## src/rtl/inst_fetch_pkg.sv

```systemverilog
// Shared fetch-stage types: jump encodings, FSM state codes, buffer entry and the NOP word.
package inst_fetch_pkg;

  typedef enum logic [1:0] {
    JUMP_NONE = 2'b00,
    JUMP_JAL  = 2'b01,
    JUMP_JALR = 2'b10,
    JUMP_RSVD = 2'b11
  } jump_e;

  typedef enum logic [1:0] {
    S_IDLE = 2'b00,
    S_REQ  = 2'b01,
    S_DROP = 2'b10
  } fetch_state_e;

  localparam logic [31:0] NOP        = 32'h0000_0013;
  localparam int unsigned BUF_WIDTH  = 64;
  localparam int unsigned BUF_DEPTH  = 2;

  typedef struct packed {
    logic [31:0] pc;
    logic [31:0] inst;
  } fetch_entry_t;

  // The reserved jump code behaves exactly like "no jump".
  function automatic logic is_redirect(input logic branch, input logic [1:0] jump);
    jump_e j;
    j = jump_e'(jump);
    return branch || (j == JUMP_JAL) || (j == JUMP_JALR);
  endfunction

endpackage

```

## src/rtl/inst_fetch_if.sv

```systemverilog
// Instruction-memory request bus plus the decoder-facing instruction stream.
interface inst_fetch_if;
  logic        imem_req;
  logic [31:0] imem_addr;
  logic        imem_ack;
  logic [31:0] imem_rdata;
  logic        inst_valid;
  logic [31:0] inst;
  logic [31:0] inst_pc;
  logic        inst_ready;

  modport master (
    output imem_req, imem_addr, inst_valid, inst, inst_pc,
    input  imem_ack, imem_rdata, inst_ready
  );

  modport slave (
    input  imem_req, imem_addr, inst_valid, inst, inst_pc,
    output imem_ack, imem_rdata, inst_ready
  );
endinterface

```

## src/rtl/inst_fetch_buf.sv

```systemverilog
// Small circular FIFO holding fetched {pc, inst} entries; flush empties it in one cycle.
module fetch_buf #(
  parameter int unsigned      WIDTH     = 64,
  parameter int unsigned      DEPTH     = 2,
  parameter logic [WIDTH-1:0] RESET_VAL = '0
) (
  input  logic                           clk,
  input  logic                           rst,
  input  logic                           flush,
  input  logic                           push,
  input  logic                           pop,
  input  logic [WIDTH-1:0]               din,
  output logic [WIDTH-1:0]               dout,
  output logic [$clog2(DEPTH+1)-1:0]     count
);
  localparam int unsigned AW = (DEPTH > 1) ? $clog2(DEPTH) : 1;
  localparam int unsigned CW = $clog2(DEPTH+1);

  logic [WIDTH-1:0] mem [DEPTH];
  logic [AW-1:0]    rd_ptr;
  logic [AW-1:0]    wr_ptr;
  logic             do_push;
  logic             do_pop;

  assign do_push = push && (count != CW'(DEPTH));
  assign do_pop  = pop && (count != '0);
  assign dout    = mem[rd_ptr];

  function automatic logic [AW-1:0] ptr_next(input logic [AW-1:0] p);
    return (p == AW'(DEPTH - 1)) ? '0 : p + AW'(1);
  endfunction

  always_ff @(posedge clk) begin
    if (rst) begin
      rd_ptr <= '0;
      wr_ptr <= '0;
      count  <= '0;
      for (int unsigned i = 0; i < DEPTH; i++) mem[i] <= RESET_VAL;
    end else if (flush) begin
      rd_ptr <= '0;
      wr_ptr <= '0;
      count  <= '0;
    end else begin
      if (do_push) begin
        mem[wr_ptr] <= din;
        wr_ptr      <= ptr_next(wr_ptr);
      end
      if (do_pop) rd_ptr <= ptr_next(rd_ptr);
      if (do_push && !do_pop)      count <= count + CW'(1);
      else if (!do_push && do_pop) count <= count - CW'(1);
    end
  end
endmodule

```

## src/rtl/inst_fetch.sv

```systemverilog
// Fetch stage: one-outstanding-request instruction fetcher with redirect handling and a 2-entry buffer.
module inst_fetch
  import inst_fetch_pkg::*;
#(
  parameter logic [31:0] RESET_PC = 32'h0000_0000
) (
  input  logic             clk,
  input  logic             rst,
  input  logic             branch_taken,
  input  logic [1:0]       jump,
  input  logic [31:0]      tgt_pc,
  input  logic             stall,
  inst_fetch_if.master     bus
);
  fetch_state_e state, state_nx;
  logic [31:0]  pc, pc_nx;
  logic [31:0]  addr, addr_nx;
  logic [31:0]  tgt_aligned;
  logic         redirect;
  logic         push;
  logic         pop;
  logic [1:0]   count;
  logic [1:0]   count_post;
  fetch_entry_t head;
  fetch_entry_t wdata;

  assign redirect    = is_redirect(branch_taken, jump);
  assign tgt_aligned = tgt_pc & ~32'd3;
  assign pop         = (count != 2'd0) && bus.inst_ready && !redirect;
  assign count_post  = count + 2'd1 - {1'b0, pop};
  assign wdata       = '{pc: pc, inst: bus.imem_rdata};

  always_comb begin
    state_nx = state;
    pc_nx    = pc;
    addr_nx  = addr;
    push     = 1'b0;
    unique case (state)
      S_IDLE: begin
        if (redirect) begin
          pc_nx = tgt_aligned;
        end else if (!stall && count < 2'd2) begin
          state_nx = S_REQ;
          addr_nx  = pc;
        end
      end
      S_REQ: begin
        if (redirect) begin
          pc_nx    = tgt_aligned;
          state_nx = bus.imem_ack ? S_IDLE : S_DROP;
        end else if (bus.imem_ack) begin
          push  = 1'b1;
          pc_nx = pc + 32'd4;
          // Back-to-back issue keeps the bus busy without an IDLE bubble.
          if (count_post < 2'd2 && !stall) addr_nx = pc + 32'd4;
          else                             state_nx = S_IDLE;
        end
      end
      S_DROP: begin
        if (redirect)     pc_nx    = tgt_aligned;
        if (bus.imem_ack) state_nx = S_IDLE;
      end
      default: state_nx = S_IDLE;
    endcase
  end

  always_ff @(posedge clk) begin
    if (rst) begin
      state <= S_IDLE;
      pc    <= RESET_PC;
      addr  <= RESET_PC;
    end else begin
      state <= state_nx;
      pc    <= pc_nx;
      addr  <= addr_nx;
    end
  end

  fetch_buf #(
    .WIDTH    (BUF_WIDTH),
    .DEPTH    (BUF_DEPTH),
    .RESET_VAL({RESET_PC, NOP})
  ) u_buf (
    .clk  (clk),
    .rst  (rst),
    .flush(redirect),
    .push (push),
    .pop  (pop),
    .din  (wdata),
    .dout (head),
    .count(count)
  );

  // Outputs are forced to their idle values for the whole time rst is high.
  assign bus.imem_req   = !rst && (state != S_IDLE);
  assign bus.imem_addr  = rst ? RESET_PC : addr;
  assign bus.inst_valid = !rst && (count != 2'd0);
  assign bus.inst       = rst ? NOP : head.inst;
  assign bus.inst_pc    = rst ? RESET_PC : head.pc;
endmodule

```

## src/flat_wrapper.sv

```systemverilog
// flat-port wrapper written by rule: the top's interface ports become plain ports
module inst_fetch_flat import inst_fetch_pkg::*;
#(
  parameter logic [31:0] RESET_PC = 32'h0000_0000
)
  (clk, rst, branch_taken, jump, tgt_pc, stall, bus_imem_req, bus_imem_addr, bus_inst_valid, bus_inst, bus_inst_pc, bus_imem_ack, bus_imem_rdata, bus_inst_ready);
  inst_fetch_if bus_i ();
  input  logic clk;
  input  logic rst;
  input  logic branch_taken;
  input  logic [1:0] jump;
  input  logic [31:0] tgt_pc;
  input  logic stall;
  output wire logic [$bits(bus_i.imem_req)-1:0] bus_imem_req;
  output wire logic [$bits(bus_i.imem_addr)-1:0] bus_imem_addr;
  output wire logic [$bits(bus_i.inst_valid)-1:0] bus_inst_valid;
  output wire logic [$bits(bus_i.inst)-1:0] bus_inst;
  output wire logic [$bits(bus_i.inst_pc)-1:0] bus_inst_pc;
  input wire logic [$bits(bus_i.imem_ack)-1:0] bus_imem_ack;
  input wire logic [$bits(bus_i.imem_rdata)-1:0] bus_imem_rdata;
  input wire logic [$bits(bus_i.inst_ready)-1:0] bus_inst_ready;
  assign bus_imem_req = bus_i.imem_req;
  assign bus_imem_addr = bus_i.imem_addr;
  assign bus_inst_valid = bus_i.inst_valid;
  assign bus_inst = bus_i.inst;
  assign bus_inst_pc = bus_i.inst_pc;
  assign bus_i.imem_ack = bus_imem_ack;
  assign bus_i.imem_rdata = bus_imem_rdata;
  assign bus_i.inst_ready = bus_inst_ready;
  inst_fetch #(.RESET_PC(RESET_PC)) u_core (.clk(clk), .rst(rst), .branch_taken(branch_taken), .jump(jump), .tgt_pc(tgt_pc), .stall(stall), .bus(bus_i));
endmodule
```

## config.mk

```make
export PLATFORM = sky130hd
export DESIGN_NAME = inst_fetch_flat
export DESIGN_NICKNAME = d
export VERILOG_FILES = /design/src/rtl/inst_fetch_pkg.sv /design/src/rtl/inst_fetch_if.sv /design/src/rtl/inst_fetch_buf.sv /design/src/rtl/inst_fetch.sv /design/src/flat_wrapper.sv
export SDC_FILE = /design/constraint.sdc
export NUM_CORES = 1
export LEC_CHECK = 0
export BUFFER_PORTS_ARGS = -buffer_cell sky130_fd_sc_hd__buf_2
export CORE_UTILIZATION = 60
export CTS_BUF_LIST = sky130_fd_sc_hd__clkbuf_8
export CTS_CLUSTER_DIAMETER = 30
export DETAILED_ROUTE_END_ITERATION = 8
export GPL_TIMING_DRIVEN = 1
export PLACE_DENSITY = 0.88
export RECOVER_POWER = 50
export SLEW_MARGIN = 20
export SYNTH_ARGS = -nofsm -noshare
export SYNTH_HDL_FRONTEND = slang
export SYNTH_HIERARCHICAL = 1
export SYNTH_SLANG_ARGS = --single-unit
```

## constraint.sdc

```tcl
create_clock -name clk -period 9.4 [get_ports clk]
set_input_delay 0.94 -clock clk [delete_from_list [all_inputs] [get_ports clk]]
set_output_delay 0.94 -clock clk [all_outputs]
set_load 0.05 [all_outputs]
```

==> flow_summary.toml <==
[outcome]
status = "finished, violations left"
violations = "max-capacitance violations, max-slew violations"

[placed_design]
placedCellCount = 1277
place.gp.congestion = 0.8696
dp_hpwl_mm = 14.07
port_buffers = 165
place_area_um2 = 11000

[pwr]
clockPowerShare_pct = 27.7
p_leak_nw = 4.133
p_int_w = 0.001187
p_per_area_nw_per_um2 = 145.3
netSwitchingFraction_pct = 27.42
power_w = 0.001636
vdd_drop_max_uv = 88.79
comb_power_share_pct = 12.3
p_seq_share_pct = 59.9
power_switching_w = 0.0004486

[cells_and_area]
fin_cells = 1309
final_util_pct = 67.89
layout_common_cells = "buf_2 (141), edfxtp_1 (128), nor2b_1 (93)"
drive_gt1_share_pct = 23.97
syn2layout_area_growth_pct = 10.35
final_cell_area_um2 = 11260
antenna_cells = 0
layout_commonest_cell = "buf_2"
fin_nets = 1150

[synthesis]
synth_edf_count = 128
synthAdderAreaFrac_pct = 0.2453
synth_cell_type_count = 61
synth-seq-cells = 195
synth-compound-area-share_pct = 9.922
synthMuxAreaShare_pct = 8.131
ys_warn_count = 6
synth_ff_type = "edfxtp_1"
synth_top_family_by_area = "simple AND/OR/NAND/NOR gates"
synth_simple_gate_area_share_pct = 23.39
synthCells = 960
syn_area_per_cell_um2 = 10.63
synthesis.area_um2 = 10200
ys_seq_area_share_pct = 50.82
async_reset_ff_share_pct = 0
synthXorXnorAreaFrac_pct = 2.919

[sta]
worst_clock_skew_ns = 0.01405
min_period_ns = 6.408
tns_ns = 0
max-slew-margin-rel_pct = -95.33
fmax_mhz = 156.1
slew_violations = 320
setup_viol = 0
rsz0062_at_grt = "no"
post-route-period-util_pct = 68.17
worstMarginPinSlew_ns = 2.930
hold_viol = 0

[routing]
drtIter0Drc = 743
drc = 0
dr.pass1.iters = 8
drt-wirelength-per-cell_um = 17.27
totalWireLength_mm = 22.60
vias = 7531
viasPerCell = 5.753
ant_nets = 0

[cts]
h-tree-depth = 4
post_cts_buffers = 0
hold_buffers = 0
insertion_delay_ns = 0.46
cts_buffer_depth = 2
cts_tree = "yes"
cts_buffers = 17
cts_root_buf = "clkbuf_8"
cts.sinks = 195
clkSlewWorstSetupHoldPaths_ns = 0.09
cts_resized = 0

[global_route]
first_global_vias = 6917
grt.total_usage_pct = 26.02
grt-ovfl-total = 0
grt_max_degree = 92
grt_pass1_wl_mm = 35.76
antenna_found_initial = 0

[min_path]
hold_class = "flip-flop to flip-flop"
holdPathEnd = "u_core/addr[16]$_SDFFE_PP0P_"
holdPathStages = 2
worstHoldStart = "u_core/addr[16]$_SDFFE_PP0P_"

[floorplanning]
die_w_um = 132.4
die_y_um = 132.4
core_area_um2 = 16580
dieArea_um2 = 17530
start_util_pct = 61.52
num_io_pins = 170
fp-row-count = 47

[critical_path]
cp-start-kind = "input pin"
rr_endpoint = "u_core/u_buf/mem[1][55]$_SDFFCE_PN0P_"
cp_data_required_time_ns = 9.51
crit_fanout = 69
reg2regPathDepth = 8
r2r_start = "u_core/state[0]$_SDFFE_PP0P_"
critical_path_class = "input pin to flip-flop"
cp.arrival_ns = 6.51
crit_path_end_kind = "flip-flop"
rrSetupSlack_ns = 3.25

[job]
cap_violations = 6
area by class of cell:
cell class | instances | area, um2
fill | 1290 | 5325
sequential | 195 | 5186
multi-input combinational | 678 | 4589
timing repair buffer | 178 | 870.8
tap | 220 | 275.3
clock buffer | 17 | 234.0
clock inverter | 15 | 80.08
inverter | 6 | 22.52
synth_stat cells (all sizes together) (2+ instances only):
library cell	instances	area share (%)
mux2	71	7.8
nor2b	94	5.8
dfxtp	67	13
a21o	8	0.59
nand3	17	0.88
o31ai	2	0.15
and3	5	0.31
a311oi	2	0.17
edfxtp	128	38
o22ai	3	0.18
nor2	31	1.1
nand2b	9	0.55
o41a	2	0.22
mux2i	3	0.29
and2	130	8.0
a32oi	4	0.34
nor4	18	1.5
nor3	20	0.98
a2111oi	2	0.17
nand2	41	1.5
o221ai	2	0.17
buf	28	2.2
a31oi	2	0.12
or3	6	0.42
o21a	3	0.22
o21ai	27	1.3
o31a	2	0.17
xnor2	19	1.6
clkbuf	58	2.2
a211oi	32	2.4
or2	7	0.43
nand3b	3	0.22
a21oi	52	2.6
nand4	16	1.1
ha	2	0.25
inv	6	0.22
nor3b	3	0.22
xor2	15	1.3
o211ai	2	0.15
a22oi	7	0.52
worst max-delay path by stage:
stage	cells past startpoint	endpoint	from	slack (ns)
floorplan	9	u_core/u_buf/mem[0][0]$_SDFFCE_PN1P_	jump[1]	5.73
global placement	10	u_core/u_buf/mem[1][61]$_SDFFCE_PN0P_	jump[1]	4.82
detailed placement	10	u_core/u_buf/mem[1][63]$_SDFFCE_PN0P_	jump[1]	4.75
CTS	10	u_core/u_buf/mem[1][55]$_SDFFCE_PN0P_	jump[1]	5.26
global route	6	u_core/u_buf/mem[1][55]$_SDFFCE_PN0P_	rst	2.54
finish	6	u_core/u_buf/mem[1][55]$_SDFFCE_PN0P_	rst	2.99
sequential cells by signal, summed over array words and instances (netlist names), named ones only:
signal	cells
u_core/u_buf/count	2
u_core/u_buf/rd_ptr	1
u_core/pc	30
u_core/u_buf/wr_ptr	1
u_core/addr	30
u_core/state	2
u_core/u_buf/mem	128
stage by stage:
step | worst slack [ns] | hold WS [ns]
after floorplan | 5.728 | 0.4725
after global placement | 4.821 | 0.4870
after detailed placement | 4.753 | 0.4900
after CTS | 5.260 | 0.5186
after global routing | 2.541 | 0.5387
final | 2.992 | 0.5244
worst max-delay path, cell delays in order:
cell	delay [ns]
clkbuf_1	1.06
or2_0	0.82
nor4_4	0.22
clkbuf_1	1.95
or2_2	0.91
buf_4	0.55
power groups by stage:
stage | clock, W | combinational, W | sequential, W
after floorplan | 0 | 0.000158 | 0.000981
after global placement | 0 | 0.000198 | 0.000996
after detailed placement | 0 | 0.000202 | 0.000999
after CTS | 0.000463 | 0.000202 | 0.000979
after global routing | 0.000496 | 0.000217 | 0.000985
final | 0.000454 | 0.000202 | 0.000981
logic make-up after synthesis:
family,count (synthesis)
buf+inv,92
mux,74
compound gates,158
fa+ha+maj,2
other cells,1
flops,195
simple gates,404
xor+xnor,34
per-layer routing:
metal	global-route usage, %	wire length (um)
met3	4.498	1363
met2	41.55	11010
met4	8.365	368
met5	0	0
met1	36.18	9856
Note: power is estimated with default switching activity, not from simulation.
